`config.mk`:
```
export PLATFORM = sky130hd
export DESIGN_NAME = endat_poll_ctrl
export DESIGN_NICKNAME = d
export VERILOG_FILES = /design/src/rtl/endat_poll_ctrl.sv
export SDC_FILE = /design/constraint.sdc
export NUM_CORES = 1
export LEC_CHECK = 0
export CAP_MARGIN = 20
export CORE_ASPECT_RATIO = 1.75
export CORE_MARGIN = 1.5
export CORE_UTILIZATION = 48
export DETAILED_ROUTE_END_ITERATION = 8
export PLACE_DENSITY = 0.79
export REMOVE_ABC_BUFFERS = 1
export SETUP_SLACK_MARGIN = 0.4
export SKIP_CTS_REPAIR_TIMING = 1
export SLEW_MARGIN = 20
export SYNTH_ARGS = -nofsm -noshare
export SYNTH_HDL_FRONTEND = slang
export SYNTH_SLANG_ARGS = --single-unit
```
`constraint.sdc`:
```
create_clock -name enc_clk -period 2.4 [get_ports enc_clk]
set_input_delay 0.72 -clock enc_clk [delete_from_list [all_inputs] [get_ports enc_clk]]
set_output_delay 0.72 -clock enc_clk [all_outputs]
set_load 0.1 [all_outputs]
```
`src/rtl/endat_poll_ctrl.sv`:
```
// -----------------------------------------------------------------------------
// endat_poll_ctrl
//
// Poll scheduler and supervisor for an EnDat 2.2 position receiver. It starts
// receiver transactions periodically or on software request and holds the
// receiver in reset between transactions. It supervises completion with a
// timeout, gates results on an external CRC verdict, retries failed reads and
// latches the last good position.
//
// Ports
//   enc_clk      clock
//   rst          synchronous active-high reset
//   en           enables periodic ticks; 0 holds the period counter at 0
//   sw_req       one-cycle software poll request
//   clr_fault    leaves FAULT, clears retry count and pending request
//   rx_run       receiver rst_n: 1 releases the receiver, 0 holds it in reset
//   rx_valid     receiver enc_valid (level)
//   rx_pos       receiver enc_pos
//   rx_crc_ok    external CRC verdict, valid while rx_valid=1
//   pos_out      last good position
//   pos_valid    one-cycle pulse when pos_out updates
//   busy         1 whenever the controller is not IDLE
//   err_timeout  one-cycle pulse on a receiver timeout
//   err_crc      one-cycle pulse on a CRC failure
//   err_cnt      saturating total error count
//   fault        1 while in FAULT
// -----------------------------------------------------------------------------
module endat_poll_ctrl #(
    parameter int PERIOD    = 1000,
    parameter int TIMEOUT   = 200,
    parameter int RECOVERY  = 16,
    parameter int MAX_RETRY = 2
) (
    input  logic        enc_clk,
    input  logic        rst,
    input  logic        en,
    input  logic        sw_req,
    input  logic        clr_fault,
    output logic        rx_run,
    input  logic        rx_valid,
    input  logic [25:0] rx_pos,
    input  logic        rx_crc_ok,
    output logic [25:0] pos_out,
    output logic        pos_valid,
    output logic        busy,
    output logic        err_timeout,
    output logic        err_crc,
    output logic [7:0]  err_cnt,
    output logic        fault
);

    localparam int PER_W = (PERIOD   > 1) ? $clog2(PERIOD)   : 1;
    localparam int TO_W  = (TIMEOUT  > 1) ? $clog2(TIMEOUT)  : 1;
    localparam int REC_W = (RECOVERY > 1) ? $clog2(RECOVERY) : 1;

    localparam logic [PER_W-1:0] PER_LAST  = PER_W'(PERIOD - 1);
    localparam logic [TO_W-1:0]  TO_LAST   = TO_W'(TIMEOUT - 1);
    localparam logic [REC_W-1:0] REC_LAST  = REC_W'(RECOVERY - 1);
    localparam logic [2:0]       RETRY_MAX = 3'(MAX_RETRY);

    typedef enum logic [2:0] {
        IDLE    = 3'd0,
        START   = 3'd1,
        WAIT    = 3'd2,
        CHECK   = 3'd3,
        RECOVER = 3'd4,
        FAULT   = 3'd5
    } state_t;

    state_t           state_q,       state_d;
    logic [PER_W-1:0] per_cnt_q,     per_cnt_d;
    logic [TO_W-1:0]  to_cnt_q,      to_cnt_d;
    logic [REC_W-1:0] rec_cnt_q,     rec_cnt_d;
    logic [2:0]       retry_q,       retry_d;
    logic             retry_go_q,    retry_go_d;
    logic             pend_q,        pend_d;
    logic             rx_valid_p_q,  rx_valid_p_d;
    logic             rx_run_q,      rx_run_d;
    logic [25:0]      pos_out_q,     pos_out_d;
    logic             pos_valid_q,   pos_valid_d;
    logic             busy_q,        busy_d;
    logic             err_to_q,      err_to_d;
    logic             err_crc_q,     err_crc_d;
    logic [7:0]       err_cnt_q,     err_cnt_d;
    logic             fault_q,       fault_d;

    logic tick;
    logic rise;
    logic fail;
    logic take;

    always_comb begin
        state_d      = state_q;
        per_cnt_d    = per_cnt_q;
        to_cnt_d     = '0;
        rec_cnt_d    = '0;
        retry_d      = retry_q;
        retry_go_d   = retry_go_q;
        pend_d       = pend_q;
        rx_valid_p_d = rx_valid;
        pos_out_d    = pos_out_q;
        pos_valid_d  = 1'b0;
        err_to_d     = 1'b0;
        err_crc_d    = 1'b0;
        err_cnt_d    = err_cnt_q;
        fail         = 1'b0;
        take         = 1'b0;

        // Free-running period counter; en=0 parks it at zero so enabling
        // always gives a full period before the first tick.
        tick = (per_cnt_q == PER_LAST);
        if (!en || tick) begin
            per_cnt_d = '0;
        end else begin
            per_cnt_d = per_cnt_q + 1'b1;
        end

        rise = rx_valid & ~rx_valid_p_q;

        case (state_q)
            IDLE: begin
                if (pend_q) begin
                    take    = 1'b1;
                    state_d = START;
                end
            end
            START: begin
                to_cnt_d = '0;
                state_d  = WAIT;
            end
            WAIT: begin
                to_cnt_d = to_cnt_q + 1'b1;
                // A completion in the last allowed cycle still wins.
                if (rise) begin
                    state_d = CHECK;
                end else if (to_cnt_q == TO_LAST) begin
                    err_to_d = 1'b1;
                    fail     = 1'b1;
                end
            end
            CHECK: begin
                if (rx_crc_ok) begin
                    pos_out_d   = rx_pos;
                    pos_valid_d = 1'b1;
                    retry_d     = '0;
                    state_d     = RECOVER;
                end else begin
                    err_crc_d = 1'b1;
                    fail      = 1'b1;
                end
            end
            RECOVER: begin
                if (rec_cnt_q == REC_LAST) begin
                    if (retry_go_q) begin
                        retry_go_d = 1'b0;
                        state_d    = START;
                    end else begin
                        state_d = IDLE;
                    end
                end else begin
                    rec_cnt_d = rec_cnt_q + 1'b1;
                end
            end
            FAULT: begin
                if (clr_fault) begin
                    retry_d = '0;
                    state_d = IDLE;
                end
            end
            default: begin
                state_d = IDLE;
            end
        endcase

        // Error resolution happens in the same cycle as the error itself,
        // so there is no visible FAIL state.
        if (fail) begin
            if (err_cnt_q != 8'hFF) begin
                err_cnt_d = err_cnt_q + 1'b1;
            end
            if (retry_q == RETRY_MAX) begin
                state_d = FAULT;
            end else begin
                retry_d    = retry_q + 1'b1;
                retry_go_d = 1'b1;
                state_d    = RECOVER;
            end
        end

        // One-deep request latch. A request in the same cycle as the
        // IDLE->START hand-off is kept rather than lost.
        if (take) begin
            pend_d = 1'b0;
        end
        if (state_q == FAULT) begin
            if (clr_fault) begin
                pend_d = 1'b0;
            end
        end else if (tick || sw_req) begin
            pend_d = 1'b1;
        end

        // Outputs are registered decodes of the next state.
        rx_run_d = (state_d == START) || (state_d == WAIT) || (state_d == CHECK);
        busy_d   = (state_d != IDLE);
        fault_d  = (state_d == FAULT);
    end

    always_ff @(posedge enc_clk) begin
        if (rst) begin
            state_q      <= IDLE;
            per_cnt_q    <= '0;
            to_cnt_q     <= '0;
            rec_cnt_q    <= '0;
            retry_q      <= '0;
            retry_go_q   <= 1'b0;
            pend_q       <= 1'b0;
            rx_valid_p_q <= 1'b0;
            rx_run_q     <= 1'b0;
            pos_out_q    <= '0;
            pos_valid_q  <= 1'b0;
            busy_q       <= 1'b0;
            err_to_q     <= 1'b0;
            err_crc_q    <= 1'b0;
            err_cnt_q    <= '0;
            fault_q      <= 1'b0;
        end else begin
            state_q      <= state_d;
            per_cnt_q    <= per_cnt_d;
            to_cnt_q     <= to_cnt_d;
            rec_cnt_q    <= rec_cnt_d;
            retry_q      <= retry_d;
            retry_go_q   <= retry_go_d;
            pend_q       <= pend_d;
            rx_valid_p_q <= rx_valid_p_d;
            rx_run_q     <= rx_run_d;
            pos_out_q    <= pos_out_d;
            pos_valid_q  <= pos_valid_d;
            busy_q       <= busy_d;
            err_to_q     <= err_to_d;
            err_crc_q    <= err_crc_d;
            err_cnt_q    <= err_cnt_d;
            fault_q      <= fault_d;
        end
    end

    assign rx_run      = rx_run_q;
    assign pos_out     = pos_out_q;
    assign pos_valid   = pos_valid_q;
    assign busy        = busy_q;
    assign err_timeout = err_to_q;
    assign err_crc     = err_crc_q;
    assign err_cnt     = err_cnt_q;
    assign fault       = fault_q;

endmodule

```
Word-level counts from Yosys, hierarchy flattened
Index checks and enable logic that the tools add are counted.
Word-level totals
  register bits: 71
  input bits: 33
  word-level logic and storage cells: 82
Operators by class
  add/sub/neg operators: 5
  equal/unequal tests: 14
  mux-type cells: 29
  bitwise operators: 5
  reduce and logical (&&, ||, !) cells: 13
Operator list (count)
  3-bit two-way mux: 10
  3-bit case mux with 6 select lines: 1
  8-bit by 1-bit adder with 8-bit output, second input constant: 2
  1-bit two-way mux: 16
  3-bit by 2-bit equality test with 1-bit output, second input constant: 5
  10-bit by 1-bit adder with 10-bit output, second input constant: 1
  10-bit equality test, second input constant: 1
  3-bit equality test, second input constant: 3
  8-bit equality test, second input constant: 1
  8-bit != test, second input constant: 1
  3-bit by 1-bit equality test with 1-bit output, second input constant: 2
  3-bit case mux with 2 select lines: 1
  2-bit OR reduction: 3
  4-bit by 1-bit adder with 4-bit output, second input constant: 1
  4-bit equality test, second input constant: 1
  1-bit logical OR: 4
  1-bit inverter: 4
  2-bit AND reduction: 2
  3-bit by 1-bit adder with 3-bit output, second input constant: 1
  3-bit zero test: 1
  3-bit nonzero test: 1
  3-bit OR reduction: 1
  1-bit case mux with 2 select lines: 1
  1-bit AND: 1
  1-bit zero test: 1

Logic depth before layout (Yosys ltp)
Gate-level depths: netlist of run 1.
  depth after elaboration: 8
  mapped depth: 6

Least setup slack after synthesis of run 1
No wires, ideal clock.
  kind: flip-flop to flip-flop
  from: register err_cnt_q[3], in the netlist err_cnt[3]
  to: register err_cnt_q[5], in the netlist err_cnt[5]
  arrival time: 2.071 ns
  required time: 2.277 ns
  slack: 0.206 ns
  cell stages (with the launch flop): 6
  buffers on the path: 0
  period minus slack after synthesis: 2.194 ns
  cells stage by stage: dfxtp_1 > and3_1 > nand3_1 > nor2_1 > nor4_1 > mux2_1
On the way
  cells in the longest elaborated chain, start to end: 2
  elaborated cells on any way between the ends: 3
  classes of those cells: add/sub (1); eq/ne (1); reduce/logical (1)
RTL lines
  start, declared: RTL line 84  | logic [7:0] err_cnt_q, err_cnt_d;
  start signal, assigned: RTL line 242  | err_cnt_q <= err_cnt_d;
  parallel branches: the longest is 2 deep, another holds 8-bit by 1-bit adder with 8-bit output
Parallel ways; which one is timed is not known.
A chain may end at the register's enable or synchronous reset.

Worst setup path in the final report of run 1
  from: register state_q[2]
  to: register retry_q[0]
On the way
  cells in the longest elaborated chain, start to end: 4
  elaborated cells on any way between the ends: 7
  classes of those cells: eq/ne (3); mux (4)
RTL lines
  start, declared: RTL line 70  | state_t state_q, state_d;
  start signal, assigned: RTL line 228  | state_q <= state_d;
  3-bit equality test or 3-bit by 2-bit equality test with 1-bit output (tied branches): RTL line 120  | case (state_q)
  3-bit case mux with 2 select lines: RTL line 120
  3-bit two-way mux: RTL line 181  | if (retry_q == RETRY_MAX) begin
  3-bit two-way mux *: RTL line 177  | if (fail) begin
  end signal, assigned: RTL line 232  | retry_q <= retry_d;
  end, declared: RTL line 74  | logic [2:0] retry_q, retry_d;
Mark *: on every way between the ends. The rest lies on a longest branch, timed or not.

==> results.sh, run 1 <==
export IMPL_synth_area_leaders="dfxtp_1 50%, nand2_1 8.4%, a21oi_1 5.8%, nor2_1 4.2%, xor2_1 2.8%"
export IMPL_regArea_sq_mm=0.00142
export IMPL_cp_end_kind="register"
export IMPL_htree_levels=3
export IMPL_outcome="completed"
export IMPL_drtAntennaViolNets=0
export IMPL_die_h_um=105
export IMPL_numCtsBuffers=9
export IMPL_cts_num_sinks=71
export IMPL_top_level_ports=73
export IMPL_share_comb_of_total_power_pct=8.4
export IMPL_remaining_drc_errors=0
export IMPL_port_buffers=72
export IMPL_regToRegSetupSlack_ns=0.43
export IMPL_arrival_ns=2.21
export IMPL_final_cell_mix="70 x dfxtp_1, 63 x nand2_1, 56 x buf_4"
export IMPL_ys_flop_type="dfxtp_1"
export IMPL_synth_async_reset_ratio_pct=0
export IMPL_cts_max_path_buffers=2
export IMPL_drive_above_1_share_pct=20.2
export IMPL_cts_root_buffer="clkbuf_8"
export IMPL_placed_cells=481
export IMPL_dpl_hpwl_um=4790
export IMPL_power_density_mw_per_mm2=623
export IMPL_irDropWorstVdd_mv=0.349
export IMPL_rsz0062_at_grt="false"
export IMPL_clk_latency_ns=0.35
export IMPL_worst_pin_slew_ns=0.430
export IMPL_swShare_pct=23.5
export IMPL_ys_ff_latch=71
export IMPL_p_leak_nw=1.51
export IMPL_avgSynthCellArea_sq_um=8.66
export IMPL_drt_wirelength_per_cell_um=13.1
export IMPL_reg2reg_depth=6
export IMPL_rows=37
export IMPL_n_fill_cell=461
export IMPL_finalHoldViolCount=0
export IMPL_vias_per_cell=5.23
export IMPL_hp_start="per_cnt_q[0]"
export IMPL_antenna_found_initial=0
export IMPL_min_period_ns=1.97
export IMPL_max_freq_mhz=508
export IMPL_yosysTopAreaCell="dfxtp_1"
export IMPL_pwr_share_clk_pct=42.4
export IMPL_die_area_sq_mm=0.00642
export IMPL_placed_area_sq_mm=0.00363
export IMPL_path_clk_slew_ns=0.07
export IMPL_hold_path_class="register to register"
export IMPL_crit_start="state_q[2]"
export IMPL_max_slew_margin_rel_pct=70.6
export IMPL_cts_tree="done"
export IMPL_r2r_start="state_q[2]"
export IMPL_syn_area_sq_mm=0.00285
export IMPL_p_switching_mw=0.575
export IMPL_seqPwrFrac_pct=49.2
export IMPL_fin_cells=498
export IMPL_syn_to_final_growth_pct=37.9
export IMPL_multi_input_area_sq_mm=0.00142
export IMPL_synth_warnings=0
export IMPL_drv_slew=0
export IMPL_drv_cap=0
export IMPL_first_iter_violations=111
export IMPL_cp_required_ns=2.64
export IMPL_drt_first_pass_iters=4
export IMPL_cp_max_fo=7
export IMPL_nets=454
export IMPL_crit_path_start_kind="register"
export IMPL_core_sq_mm=0.00579
export IMPL_stdcell_area_sq_mm=0.00393
export IMPL_finish_utilization_pct=67.9
export IMPL_grt_use_total_pct=21.2
export IMPL_drt_wl_total_um=6520
export IMPL_synth_edf_count=0
export IMPL_grt_pass1_vias=2513
export IMPL_post_route_period_util_pct=82.0
export IMPL_grt_pass1_wl_um=10400
export IMPL_criticalPathCategory="register to register"
export IMPL_vias=2606
export IMPL_r2r_end="retry_q[0]"
export IMPL_grt_max_degree=28
export IMPL_fp_dieW_um=61.2
export IMPL_grt_overflow_total=0
export IMPL_syn_inst=329
export IMPL_yosysTopAreaCellShare_pct=49.9
export IMPL_clock_skew_ns=0.00713
export IMPL_endpoint="retry_q[0]"
export IMPL_intPower_mw=1.87
export IMPL_start_util_pct=49.2
export IMPL_final_common_cell="dfxtp_1"
export IMPL_ys_types=48
export IMPL_whs_ns=0.444
export IMPL_globalplace_congestion=0.789
export IMPL_finalSetupViolCount=0
export IMPL_ys_seq_area_share_pct=49.9
export IMPL_num_antenna_cells=0
how the worst min path moves through the flow:
stage | to | slack [ns] | cells past startpoint
floorplan | per_cnt_q[0] | 0.41 | 1
global placement | to_cnt_q[0] | 0.42 | 1
detailed placement | per_cnt_q[0] | 0.43 | 1
CTS | per_cnt_q[0] | 0.44 | 1
global route | rec_cnt_q[0] | 0.47 | 1
finish | per_cnt_q[0] | 0.44 | 1
synthesized netlist by cell type, drive strengths merged (3+ instances only):
cell type  count
nand3         14
and2           4
nor2          32
inv            4
or3            3
xor2           9
and3           6
nor2b          7
ha             6
nand2b         9
dfxtp         71
a21oi         33
clkbuf        12
xnor2          5
nand2         64
nor3b          3
nand4          4
nor4           5
flip-flops by register name, summed over array words and instances (netlist names):
register and count:
state_q 3, per_cnt_q 10, to_cnt_q 8, rx_valid_p_q 1, rec_cnt_q 4, rx_run 1
pos_valid 1, err_timeout 1, err_crc 1, retry_go_q 1, busy 1, pos_out 26
retry_q 3, err_cnt 8, fault 1, pend_q 1
metal layers:
metal / wire (um) / vias up / track usage [%]
met5: 0 / - / 0
met4: 165 / 0 / 10.6
met3: 417 / 14 / 6.68
met2: 3420 / 80 / 38.1
met1: 2510 / 1217 / 20.0
li1: - / 1295 / -
layout make-up:
class | count | area share, %
Inverter | 4 | 0.382
Multi-Input combinational cell | 240 | 36.3
Clock buffer | 9 | 3.15
Tap cell | 78 | 2.48
Sequential cell | 71 | 36.2
Timing Repair Buffer | 89 | 19.1
Clock inverter | 7 | 2.42
through the flow:
| stage | setup TNS [ns] | setup WS, ns | total power [mW] |
|---|---|---|---|
| finish | 0 | 0.433 | 2.45 |
| detailed placement | -0.415 | -0.109 | 1.43 |
| global route | 0 | 0.397 | 2.54 |
| global placement | -0.198 | -0.0695 | 1.43 |
| CTS | 0 | 0.234 | 2.47 |
| floorplan | 0 | 0.196 | 1.33 |
worst max-delay path: stages, from the launching register on:
cell,delay (ns)
dfxtp_2,0.37
nor3b_4,0.23
nand3_2,0.14
o41a_1,0.44
buf_4,0.20
or2_1,0.26
a31o_1,0.22
logic make-up (layout without fill, tap and decap cells):
family,count (synthesis),in the layout,share of synthesized area (%)
and+or+nand+nor,164,164,28.1
DFF,71,71,49.9
AOI/OAI and AO/OA,53,53,11.5
buffers and inverters,18,109,2.41
xor gates and xnor gates,14,14,4.30
adders and majority gates,6,6,2.63
muxes,3,3,1.14
power groups by stage:
stage | Combinational (mW) | Sequential [mW] | Clock [mW]
finish | 0.206 | 1.20 | 1.04
global route | 0.220 | 1.20 | 1.12
CTS | 0.203 | 1.20 | 1.07
detailed placement | 0.202 | 1.23 | 0
global placement | 0.201 | 1.23 | 0
floorplan | 0.0411 | 1.28 | 0
Power figures use the tool's default switching activity.
==> inputs of run 2 (changes only) <==
Clock period 2.4 ns to 2.05 ns, I/O delays scaled along.
==> results.sh, run 2 (synthesized netlist as in run 1, its figures left out) <==
export IMPL_outcome="completed"
export IMPL_numCtsBuffers=9
export IMPL_placed_cells=485
export IMPL_syn_to_final_growth_pct=58.6
export IMPL_drv_slew=0
export IMPL_vias_per_cell=5.25
export IMPL_htree_levels=3
export IMPL_top_level_ports=73
export IMPL_cp_max_fo=4
export IMPL_die_h_um=105
export IMPL_worst_pin_slew_ns=0.417
export IMPL_criticalPathCategory="register to register"
export IMPL_dpl_hpwl_um=5330
export IMPL_final_cell_mix="64 x dfxtp_1, 63 x nand2_1, 41 x buf_12"
export IMPL_first_iter_violations=154
export IMPL_cp_end_kind="register"
export IMPL_drt_wirelength_per_cell_um=14.8
export IMPL_grt_pass1_vias=2533
export IMPL_core_sq_mm=0.00579
export IMPL_path_clk_slew_ns=0.07
export IMPL_grt_use_total_pct=23.2
export IMPL_crit_path_start_kind="register"
export IMPL_rsz0062_at_grt="true"
export IMPL_min_period_ns=1.93
export IMPL_nets=461
export IMPL_cts_max_path_buffers=2
export IMPL_antenna_found_initial=0
export IMPL_remaining_drc_errors=0
export IMPL_die_area_sq_mm=0.00642
export IMPL_drv_cap=0
export IMPL_drtAntennaViolNets=0
export IMPL_cp_required_ns=2.28
export IMPL_cts_root_buffer="clkbuf_8"
export IMPL_min_delay_path_depth=1
export IMPL_grt_pass1_wl_um=11300
export IMPL_fin_cells=505
export IMPL_max_slew_margin_rel_pct=72.2
export IMPL_num_antenna_cells=0
export IMPL_r2r_start="state_q[0]"
export IMPL_hold_end="to_cnt_q[0]"
export IMPL_grt_overflow_total=0
export IMPL_drt_first_pass_iters=4
export IMPL_start_util_pct=49.2
export IMPL_power_density_mw_per_mm2=608
export IMPL_arrival_ns=2.15
export IMPL_port_buffers=72
export IMPL_irDropWorstVdd_mv=0.444
export IMPL_r2r_end="fault"
export IMPL_largest_reg_flops=26
export IMPL_pre_cts_slack_ns=-0.328
export IMPL_timing_final_ws_setup_ns=0.124
export IMPL_fp_dieW_um=61.2
export IMPL_globalplace_congestion=0.765
export IMPL_drive_above_1_share_pct=25.5
export IMPL_drt_wl_total_um=7450
export IMPL_regToRegSetupSlack_ns=0.12
export IMPL_vias=2653
export IMPL_finalSetupViolCount=0
export IMPL_cts_tree="done"
export IMPL_hp_start="to_cnt_q[0]"
export IMPL_rows=37
export IMPL_finalHoldViolCount=0
export IMPL_final_common_cell="dfxtp_1"
export IMPL_reg2reg_depth=7
export IMPL_cts_num_sinks=71
export IMPL_hold_path_class="register to register"
export IMPL_post_route_period_util_pct=94.0
export IMPL_finish_utilization_pct=78.1
export IMPL_clk_latency_ns=0.35
export IMPL_max_freq_mhz=519
export IMPL_grt_max_degree=28
export IMPL_clock_skew_ns=0.00967
export IMPL_p_leak_nw=1.71
[run 2: cell types whose count changed in the layout (fill, tap and decap cells not counted), moves of 2 or more]
| cell | delta |
|---|---|
| nor4_1 | -2 |
| clkbuf_8 | +4 |
| nor3b_2 | +2 |
| nor3_1 | -2 |
| dfxtp_1 | -6 |
| nor4_2 | +2 |
| nor2_4 | +2 |
| nor2_1 | -3 |
| bufinv_16 | -2 |
| buf_12 | +41 |
| buf_4 | -35 |
| nor3_2 | +2 |
| dfxtp_2 | +6 |
[run 2: per-layer routing]
metal / track usage (%) / vias up / wire, um
li1: - / 1312 / -
met1: 24.6 / 1236 / 2770
met2: 40.7 / 88 / 4120
met3: 7.05 / 17 / 386
met4: 8.85 / 0 / 182
met5: 0 / - / 0
[run 2: through the flow]
stage	power [mW]	hold slack, ns	cell area [sq um]	TNS (ns)
after floorplan	1.55	0.413	2800	-0.214
after global placement	1.70	0.426	4170	-2.81
after detailed placement	1.71	0.440	4170	-3.24
after CTS	2.76	0.450	4370	0
after global routing	2.85	0.456	4520	0
final	2.75	0.444	4520	0
[run 2: critical path: stages (launching register included)]
cell and delay, ns:
dfxtp_2 0.32, nor3b_2 0.23, nand3_2 0.11, buf_4 0.17
nor4_2 0.40, a2111oi_2 0.09, buf_4 0.17, nor4_1 0.32
[run 2: cell type report]
cell class,count,area (sq um)
Multi-Input combinational cell,240,1470
Sequential cell,71,1430
Timing Repair Buffer,96,1320
Fill cell,338,1270
Clock buffer,13,179
Tap cell,78,97.6
Clock inverter,3,15.0
Inverter,4,15.0
[run 2: worst max path at each step]
| stage | startpoint | to | cells after the start |
|---|---|---|---|
| after detailed placement | rx_valid | retry_q[2] | 6 |
| after floorplan | err_cnt[3] | err_cnt[5] | 5 |
| after CTS | rx_valid | retry_q[2] | 6 |
| after global placement | rx_valid | retry_q[2] | 6 |
| final | state_q[0] | fault | 7 |
| after global routing | state_q[0] | fault | 7 |
[run 2: report_power, final]
part	internal (mW)	switching, mW
Clock	0.565	0.487
Sequential	1.40	0.0149
Combinational	0.135	0.145
